--- src/rtl/decode_pkg.sv ---
// Shared encodings and the decoded-control struct for the ID stage.
package decode_pkg;

   localparam logic [5:0] OPC_RTYPE = 6'h00;
   localparam logic [5:0] OPC_J     = 6'h02;
   localparam logic [5:0] OPC_JAL   = 6'h03;
   localparam logic [5:0] OPC_BEQ   = 6'h04;
   localparam logic [5:0] OPC_ADDI  = 6'h08;
   localparam logic [5:0] OPC_SLTI  = 6'h0A;
   localparam logic [5:0] OPC_LW    = 6'h23;
   localparam logic [5:0] OPC_SW    = 6'h2B;

   localparam logic [5:0] FN_JR  = 6'h08;
   localparam logic [5:0] FN_ADD = 6'h20;
   localparam logic [5:0] FN_SUB = 6'h22;
   localparam logic [5:0] FN_AND = 6'h24;
   localparam logic [5:0] FN_OR  = 6'h25;
   localparam logic [5:0] FN_NOR = 6'h27;
   localparam logic [5:0] FN_SLT = 6'h2A;

   typedef enum logic [3:0] {
      ALU_AND  = 4'b0000,
      ALU_OR   = 4'b0001,
      ALU_ADD  = 4'b0010,
      ALU_SUB  = 4'b0110,
      ALU_SLT  = 4'b0111,
      ALU_NOR  = 4'b1100,
      ALU_NONE = 4'b1111
   } alu_op_e;

   typedef enum logic [1:0] {
      JMP_NONE = 2'b00,
      JMP_BEQ  = 2'b01,
      JMP_J    = 2'b10,
      JMP_JR   = 2'b11
   } jump_type_e;

   typedef enum logic [1:0] {
      RDS_ALU  = 2'b00,
      RDS_DMEM = 2'b01,
      RDS_LINK = 2'b10
   } reg_data_sel_e;

   typedef enum logic [1:0] {
      SSEL_NONE = 2'b00,
      SSEL_RS2  = 2'b01,
      SSEL_IMM  = 2'b11
   } ssel_e;

   // Width-independent decode result; imm/jump_addr/pc travel alongside it.
   typedef struct packed {
      jump_type_e    jump_type;
      logic          we_dmem;
      logic          we_regfile;
      alu_op_e       op;
      ssel_e         ssel;
      logic [4:0]    rs1_id;
      logic [4:0]    rs2_id;
      logic [4:0]    rdst_id;
      reg_data_sel_e reg_data_sel;
      logic          illegal;
      logic          is_load;
   } ctrl_t;

   function automatic ctrl_t ctrl_nop();
      ctrl_t c;
      c.jump_type    = JMP_NONE;
      c.we_dmem      = 1'b0;
      c.we_regfile   = 1'b0;
      c.op           = ALU_NONE;
      c.ssel         = SSEL_NONE;
      c.rs1_id       = 5'd0;
      c.rs2_id       = 5'd0;
      c.rdst_id      = 5'd0;
      c.reg_data_sel = RDS_ALU;
      c.illegal      = 1'b0;
      c.is_load      = 1'b0;
      return c;
   endfunction

endpackage

--- src/rtl/decode_stage_logic.sv ---
// Pure combinational instruction decoder: instruction + pc -> control, imm, target.
module decode_logic
   import decode_pkg::*;
#(
   parameter int DWIDTH   = 32,
   parameter int AWIDTH   = 32,
   parameter int LINK_REG = 31
) (
   input  logic [DWIDTH-1:0] instr,
   input  logic [AWIDTH-1:0] pc,
   output ctrl_t             ctrl,
   output logic [DWIDTH-1:0] imm,
   output logic [AWIDTH-1:0] jump_addr
);

   logic [5:0]        opc;
   logic [5:0]        fn;
   logic [4:0]        rs;
   logic [4:0]        rt;
   logic [4:0]        rd;
   logic [AWIDTH-1:0] pc4;
   logic [AWIDTH-1:0] br_off;
   logic [AWIDTH-1:0] j_tgt;

   assign opc    = instr[31:26];
   assign rs     = instr[25:21];
   assign rt     = instr[20:16];
   assign rd     = instr[15:11];
   assign fn     = instr[5:0];
   assign imm    = {{(DWIDTH-16){instr[15]}}, instr[15:0]};
   assign pc4    = pc + AWIDTH'(4);
   assign br_off = {{(AWIDTH-18){instr[15]}}, instr[15:0], 2'b00};

   // Region bits above 28 come from pc+4; works for any AWIDTH >= 28.
   always_comb begin
      j_tgt       = pc4;
      j_tgt[27:0] = {instr[25:0], 2'b00};
   end

   always_comb begin
      ctrl      = ctrl_nop();
      jump_addr = '0;
      if (instr != '0) begin
         case (opc)
            OPC_RTYPE: begin
               if (fn == FN_JR) begin
                  ctrl.jump_type = JMP_JR;
                  ctrl.rs1_id    = rs;
               end else begin
                  ctrl.we_regfile = 1'b1;
                  ctrl.ssel       = SSEL_RS2;
                  ctrl.rs1_id     = rs;
                  ctrl.rs2_id     = rt;
                  ctrl.rdst_id    = rd;
                  case (fn)
                     FN_ADD:  ctrl.op = ALU_ADD;
                     FN_SUB:  ctrl.op = ALU_SUB;
                     FN_AND:  ctrl.op = ALU_AND;
                     FN_OR:   ctrl.op = ALU_OR;
                     FN_NOR:  ctrl.op = ALU_NOR;
                     FN_SLT:  ctrl.op = ALU_SLT;
                     default: begin
                        ctrl         = ctrl_nop();
                        ctrl.illegal = 1'b1;
                     end
                  endcase
               end
            end
            OPC_ADDI, OPC_SLTI: begin
               ctrl.op         = (opc == OPC_ADDI) ? ALU_ADD : ALU_SLT;
               ctrl.ssel       = SSEL_IMM;
               ctrl.we_regfile = 1'b1;
               ctrl.rs1_id     = rs;
               ctrl.rdst_id    = rt;
            end
            OPC_LW: begin
               ctrl.op           = ALU_ADD;
               ctrl.ssel         = SSEL_IMM;
               ctrl.we_regfile   = 1'b1;
               ctrl.reg_data_sel = RDS_DMEM;
               ctrl.rs1_id       = rs;
               ctrl.rdst_id      = rt;
               ctrl.is_load      = 1'b1;
            end
            OPC_SW: begin
               ctrl.op      = ALU_ADD;
               ctrl.ssel    = SSEL_IMM;
               ctrl.we_dmem = 1'b1;
               ctrl.rs1_id  = rs;
               ctrl.rs2_id  = rt;
            end
            OPC_BEQ: begin
               ctrl.op        = ALU_SUB;
               ctrl.ssel      = SSEL_RS2;
               ctrl.jump_type = JMP_BEQ;
               ctrl.rs1_id    = rs;
               ctrl.rs2_id    = rt;
               jump_addr      = pc4 + br_off;
            end
            OPC_J, OPC_JAL: begin
               ctrl.jump_type = JMP_J;
               jump_addr      = j_tgt;
               if (opc == OPC_JAL) begin
                  ctrl.we_regfile   = 1'b1;
                  ctrl.rdst_id      = 5'(LINK_REG);
                  ctrl.reg_data_sel = RDS_LINK;
               end
            end
            default: ctrl.illegal = 1'b1;
         endcase
      end
   end

endmodule

--- src/rtl/decode_stage.sv ---
// ID stage: registered decode slot with valid/ready, load-use bubbling and flush.
module decode_stage
   import decode_pkg::*;
#(
   parameter int DWIDTH      = 32,
   parameter int AWIDTH      = 32,
   parameter int LINK_REG    = 31,
   parameter int EN_LOAD_USE = 1,
   parameter int CWIDTH      = 16
) (
   input  logic              clk,
   input  logic              rst,
   input  logic              flush,
   input  logic              in_valid,
   output logic              in_ready,
   input  logic [DWIDTH-1:0] in_instr,
   input  logic [AWIDTH-1:0] in_pc,
   output logic              out_valid,
   input  logic              out_ready,
   output logic [AWIDTH-1:0] out_pc,
   output logic [1:0]        jump_type,
   output logic [AWIDTH-1:0] jump_addr,
   output logic              we_dmem,
   output logic              we_regfile,
   output logic [3:0]        op,
   output logic [1:0]        ssel,
   output logic [DWIDTH-1:0] imm,
   output logic [4:0]        rs1_id,
   output logic [4:0]        rs2_id,
   output logic [4:0]        rdst_id,
   output logic [1:0]        reg_data_sel,
   output logic              illegal,
   output logic [CWIDTH-1:0] bubble_cnt
);

   ctrl_t             dec;
   ctrl_t             slot;
   logic [DWIDTH-1:0] dec_imm;
   logic [DWIDTH-1:0] slot_imm;
   logic [AWIDTH-1:0] dec_jaddr;
   logic [AWIDTH-1:0] slot_jaddr;
   logic [AWIDTH-1:0] slot_pc;
   logic              slot_valid;
   logic              hazard;
   logic [CWIDTH-1:0] cnt;

   decode_logic #(
      .DWIDTH  (DWIDTH),
      .AWIDTH  (AWIDTH),
      .LINK_REG(LINK_REG)
   ) u_dec (
      .instr    (in_instr),
      .pc       (in_pc),
      .ctrl     (dec),
      .imm      (dec_imm),
      .jump_addr(dec_jaddr)
   );

   // Unused source ids decode to 0, and a zero destination never matches.
   generate
      if (EN_LOAD_USE != 0) begin : g_hazard
         logic dep;
         assign dep    = (dec.rs1_id == slot.rdst_id) | (dec.rs2_id == slot.rdst_id);
         assign hazard = slot_valid & slot.is_load & (slot.rdst_id != 5'd0) & in_valid & dep;
      end else begin : g_no_hazard
         assign hazard = 1'b0;
      end
   endgenerate

   assign in_ready = flush | ((~slot_valid | out_ready) & ~hazard);

   always_ff @(posedge clk) begin
      if (rst) begin
         slot_valid <= 1'b0;
         slot       <= ctrl_nop();
         slot_imm   <= '0;
         slot_jaddr <= '0;
         slot_pc    <= '0;
         cnt        <= '0;
      end else if (flush) begin
         slot_valid <= 1'b0;
      end else if (in_valid & in_ready) begin
         slot_valid <= 1'b1;
         slot       <= dec;
         slot_imm   <= dec_imm;
         slot_jaddr <= dec_jaddr;
         slot_pc    <= in_pc;
      end else if (out_ready) begin
         slot_valid <= 1'b0;
         if (hazard && cnt != '1)
            cnt <= cnt + CWIDTH'(1);
      end
   end

   assign out_valid    = slot_valid;
   assign out_pc       = slot_pc;
   assign jump_type    = slot.jump_type;
   assign jump_addr    = slot_jaddr;
   assign we_dmem      = slot.we_dmem;
   assign we_regfile   = slot.we_regfile;
   assign op           = slot.op;
   assign ssel         = slot.ssel;
   assign imm          = slot_imm;
   assign rs1_id       = slot.rs1_id;
   assign rs2_id       = slot.rs2_id;
   assign rdst_id      = slot.rdst_id;
   assign reg_data_sel = slot.reg_data_sel;
   assign illegal      = slot.illegal;
   assign bubble_cnt   = cnt;

endmodule

--- config.mk ---
export PLATFORM = sky130hd
export DESIGN_NAME = decode_stage
export DESIGN_NICKNAME = d
export VERILOG_FILES = /design/src/rtl/decode_pkg.sv /design/src/rtl/decode_stage_logic.sv /design/src/rtl/decode_stage.sv
export SDC_FILE = /design/constraint.sdc
export NUM_CORES = 1
export LEC_CHECK = 0
export CORE_MARGIN = 2
export CORE_UTILIZATION = 35
export CTS_CLUSTER_DIAMETER = 50
export DETAILED_ROUTE_END_ITERATION = 10
export PLACE_DENSITY = 0.7
export RECOVER_POWER = 100
export REMOVE_ABC_BUFFERS = 1
export SLEW_MARGIN = 10
export SYNTH_ARGS = -nofsm -noshare
export SYNTH_HDL_FRONTEND = slang
export SYNTH_HIERARCHICAL = 1
export SYNTH_SLANG_ARGS = --single-unit
export TNS_END_PERCENT = 10
--- constraint.sdc ---
create_clock -name clk -period 5.9 [get_ports clk]
set_input_delay 1.77 -clock clk [delete_from_list [all_inputs] [get_ports clk]]
set_output_delay 1.77 -clock clk [all_outputs]
set_load 0.005 [all_outputs]
==> impl_metrics.ini <==
[run_status]
status = finished with violations
violations = negative setup slack

[route]
ant_nets = 0
drc = 0
routed_wl_microns = 31900
drt-pass1-iter-count = 5
via_count = 9263
drtIter0Drc = 631
wl_per_cell_microns = 18.1
viasPerCell = 5.27

[yosys]
synth-edff-count = 0
synth_compound_area_share_pct = 18.7
synth_area_sq_mm = 0.00873
ys_warn_count = 6
synth_top_family_by_area = simple AND/OR/NAND/NOR gates
synth-main-ff-cell = dfxtp_1
yosys-mux-area-fraction_pct = 0.631
synthArstFlopShare_pct = 0
synth-simple-area-share_pct = 27.4
netlist_top_cells_count = nand2_1 (317), a21oi_1 (167), dfxtp_1 (142)
synth_area_per_cell_sq_um = 7.27
synthXorXnorAreaFrac_pct = 6.62
netlist_instances = 1200
ys_types = 68
yosysMostFrequentCell = nand2_1
ys_seq_area_share_pct = 32.6
ys_ff_latch = 142
yosys.area_share.adder_pct = 5.39
netlist_top_cells_area = dfxtp_1 (33%), nand2_1 (14%), a21oi_1 (9.6%)
synth_top_area_share_pct = 32.6
synth_top_area_cell = dfxtp_1

[clock_network]
cts_buffer_depth = 2
cts_sinks = 142
clk_latency_ns = 0.43
cts_buffers = 17
cts_tree = built
h-tree-depth = 4
postCtsHoldBufs = 0
cts-root-buf = clkbuf_16
cts.clk_slew.worst_paths_ns = 0.06

[critical_path]
required_ns = 6.24
r2r_slack_ns = 1.87
cp-start-kind = primary input
cpMostUsedCell = buf_4
r2r_start = rdst_id[3]$_SDFFE_PP0P_
slowest_delay_ns = 0.28
critical_path_class = in -> reg
r2r-end = rs2_id[2]$_SDFFE_PP0P_
r2r_cells = 23
worst_setup_path_end_kind = flop
slowest_stage = buf_8
worstPathMaxFanout = 31
cp.arrival_ns = 6.37

[sta]
worst_slew_pin_slew_ns = 0.731
setup_ws_ns = -0.130
finalCriticalPeriod_ns = 6.03
fin_crit_sh_pct = 102
final_max_slew_viol_count = 0
relSlewSlack_pct = 51.2
setup_violations = 45
holdWs_ns = 0.448
fin_skew_ns = 0.0109
fmax_mhz = 166
rsz0062_at_grt = true
tns_ns = -0.614
hold_viol = 0

[grt]
antenna_found_initial = 0
grt_pass1_wl_microns = 45600
grt_pass1_vias = 8568
overflow = 0
grt_max_degree = 63
grt_usage_pct = 21.7

[floorplanning]
die_height_microns = 162
die_area_sq_mm = 0.0262
die_x_microns = 162
coreArea_sq_mm = 0.0244
initial_core_util_pct = 35.8
rows = 57
io_pins = 211

[finish]
nets = 1527
n_antenna_cell = 0
syn2layout_area_growth_pct = 43.2
final_layout_size_suffix_gt1_share_pct = 16.3
final_core_util_pct = 51.2
fill_cells = 2302

[power_and_ir_drop]
power.density_mw_per_mm2 = 214
p_leak_uw = 0.00511
power_uw = 2670
peakVddDrop_uv = 142

[place]
port_buffers = 210
pre_cts_ws_ns = -0.540
place_hpwl_microns = 19600
place_congestion = 0.905

[hold_path]
holdCritStartpoint = jump_addr[30]$_SDFFE_PP0P_
hp-class = reg -> reg
whs_path_depth = 2
worst_hold_path.endpoint = jump_addr[30]$_SDFFE_PP0P_

[flow_run]
cap_violations = 0
cells by family (layout without fill, tap and decap cells):
logic type / count (synthesis) / count (layout)
AND/OR/NAND/NOR: 532 / 532
AO/OA/AOI/OAI: 283 / 283
flip-flops: 142 / 142
buffers and inverters: 135 / 369
XOR/XNOR: 66 / 66
adder cells (fa/ha/maj): 37 / 37
multiplexers: 5 / 5
critical path: cells and delay by family:
family | cells | cell delay, ns
AOI/OAI and AO/OA | 3 | 0.61
xor gates and xnor gates | 1 | 0.14
buffers and inverters | 20 | 2.80
and+or+nand+nor | 8 | 1.01
final cells by class:
| class | count | area, sq um | share of cell area (%) |
|---|---|---|---|
| multi-input cells | 923 | 5440 | 43.5 |
| repair buffers | 319 | 3140 | 25.2 |
| flip-flops and latches | 142 | 2840 | 22.7 |
| clock buffers | 19 | 433 | 3.46 |
| well taps | 324 | 405 | 3.24 |
| clock inverters | 13 | 164 | 1.31 |
| inverters | 18 | 70.1 | 0.561 |
registers in the layout, summed over array words and instances, names as in the netlist, 2 cells and up:
signal        cells
bubble_cnt       16
imm              32
jump_addr        32
jump_type         2
op                4
out_pc           32
rdst_id           5
reg_data_sel      2
rs1_id            5
rs2_id            5
ssel              2
power by group:
| part | switching (uW) | internal (uW) |
|---|---|---|
| Clock | 453 | 668 |
| Combinational | 302 | 252 |
| Sequential | 11.8 | 982 |
| Total | 767 | 1900 |
cells in the final DEF (no fill, tap or decap), drive strengths merged, types with 5 or more instances in the layout:
cell type and instances:
nand2 318, a21oi 168, dfxtp 142, dlygate4sd3 139
buf 108, o21ai 59, clkdlybuf4s50 57, xnor2 52
nor2 49, nand3 39, ha 36, nor3 30
clkbuf 28, inv 20, nand4 17, xor2 14
or3 13, a21o 12, and3 12, nor2b 10
and2 10, and4 8, nor4 7, a211oi 7
dlymetal6s2s 6, clkinv 6, a221o 5, nand2b 5
a31oi 5
per-stage QoR:
step / instances / instance area [sq um]
after floorplan: 1083 / 8040
after global placement: 1673 / 11000
after CTS: 1739 / 12000
final: 1758 / 12500
after detailed placement: 1673 / 11000
after global routing: 1758 / 12500
routing by layer:
layer | up-vias | wire length [microns] | track usage [%]
li1 | 4500 | - | -
met1 | 4345 | 14100 | 28.8
met2 | 361 | 14600 | 35.4
met3 | 57 | 2210 | 4.39
met4 | 0 | 951 | 7.20
met5 | - | 0 | 0
worst max-delay path by stage:
stage	from	end	slack, ns	cells past startpoint
after floorplan	in_instr[29]	illegal$_SDFFE_PP0P_	-1.87	13
after global placement	in_instr[3]	in_ready	-0.46	15
after detailed placement	in_instr[3]	in_ready	-0.54	15
after CTS	in_instr[0]	rs1_id[0]$_SDFFE_PP0P_	-0.04	29
after global routing	in_instr[30]	rs2_id[2]$_SDFFE_PP0P_	-0.21	32
final	in_instr[30]	rs2_id[2]$_SDFFE_PP0P_	-0.13	32
what timing repair did:
item,CTS,global route
setup endpoints to repair,1,127
pin swaps,11,64
cloned,2,8
buffers inserted,32,11
resized for setup,28,99
Note: power is estimated with default switching activity, not from simulation.
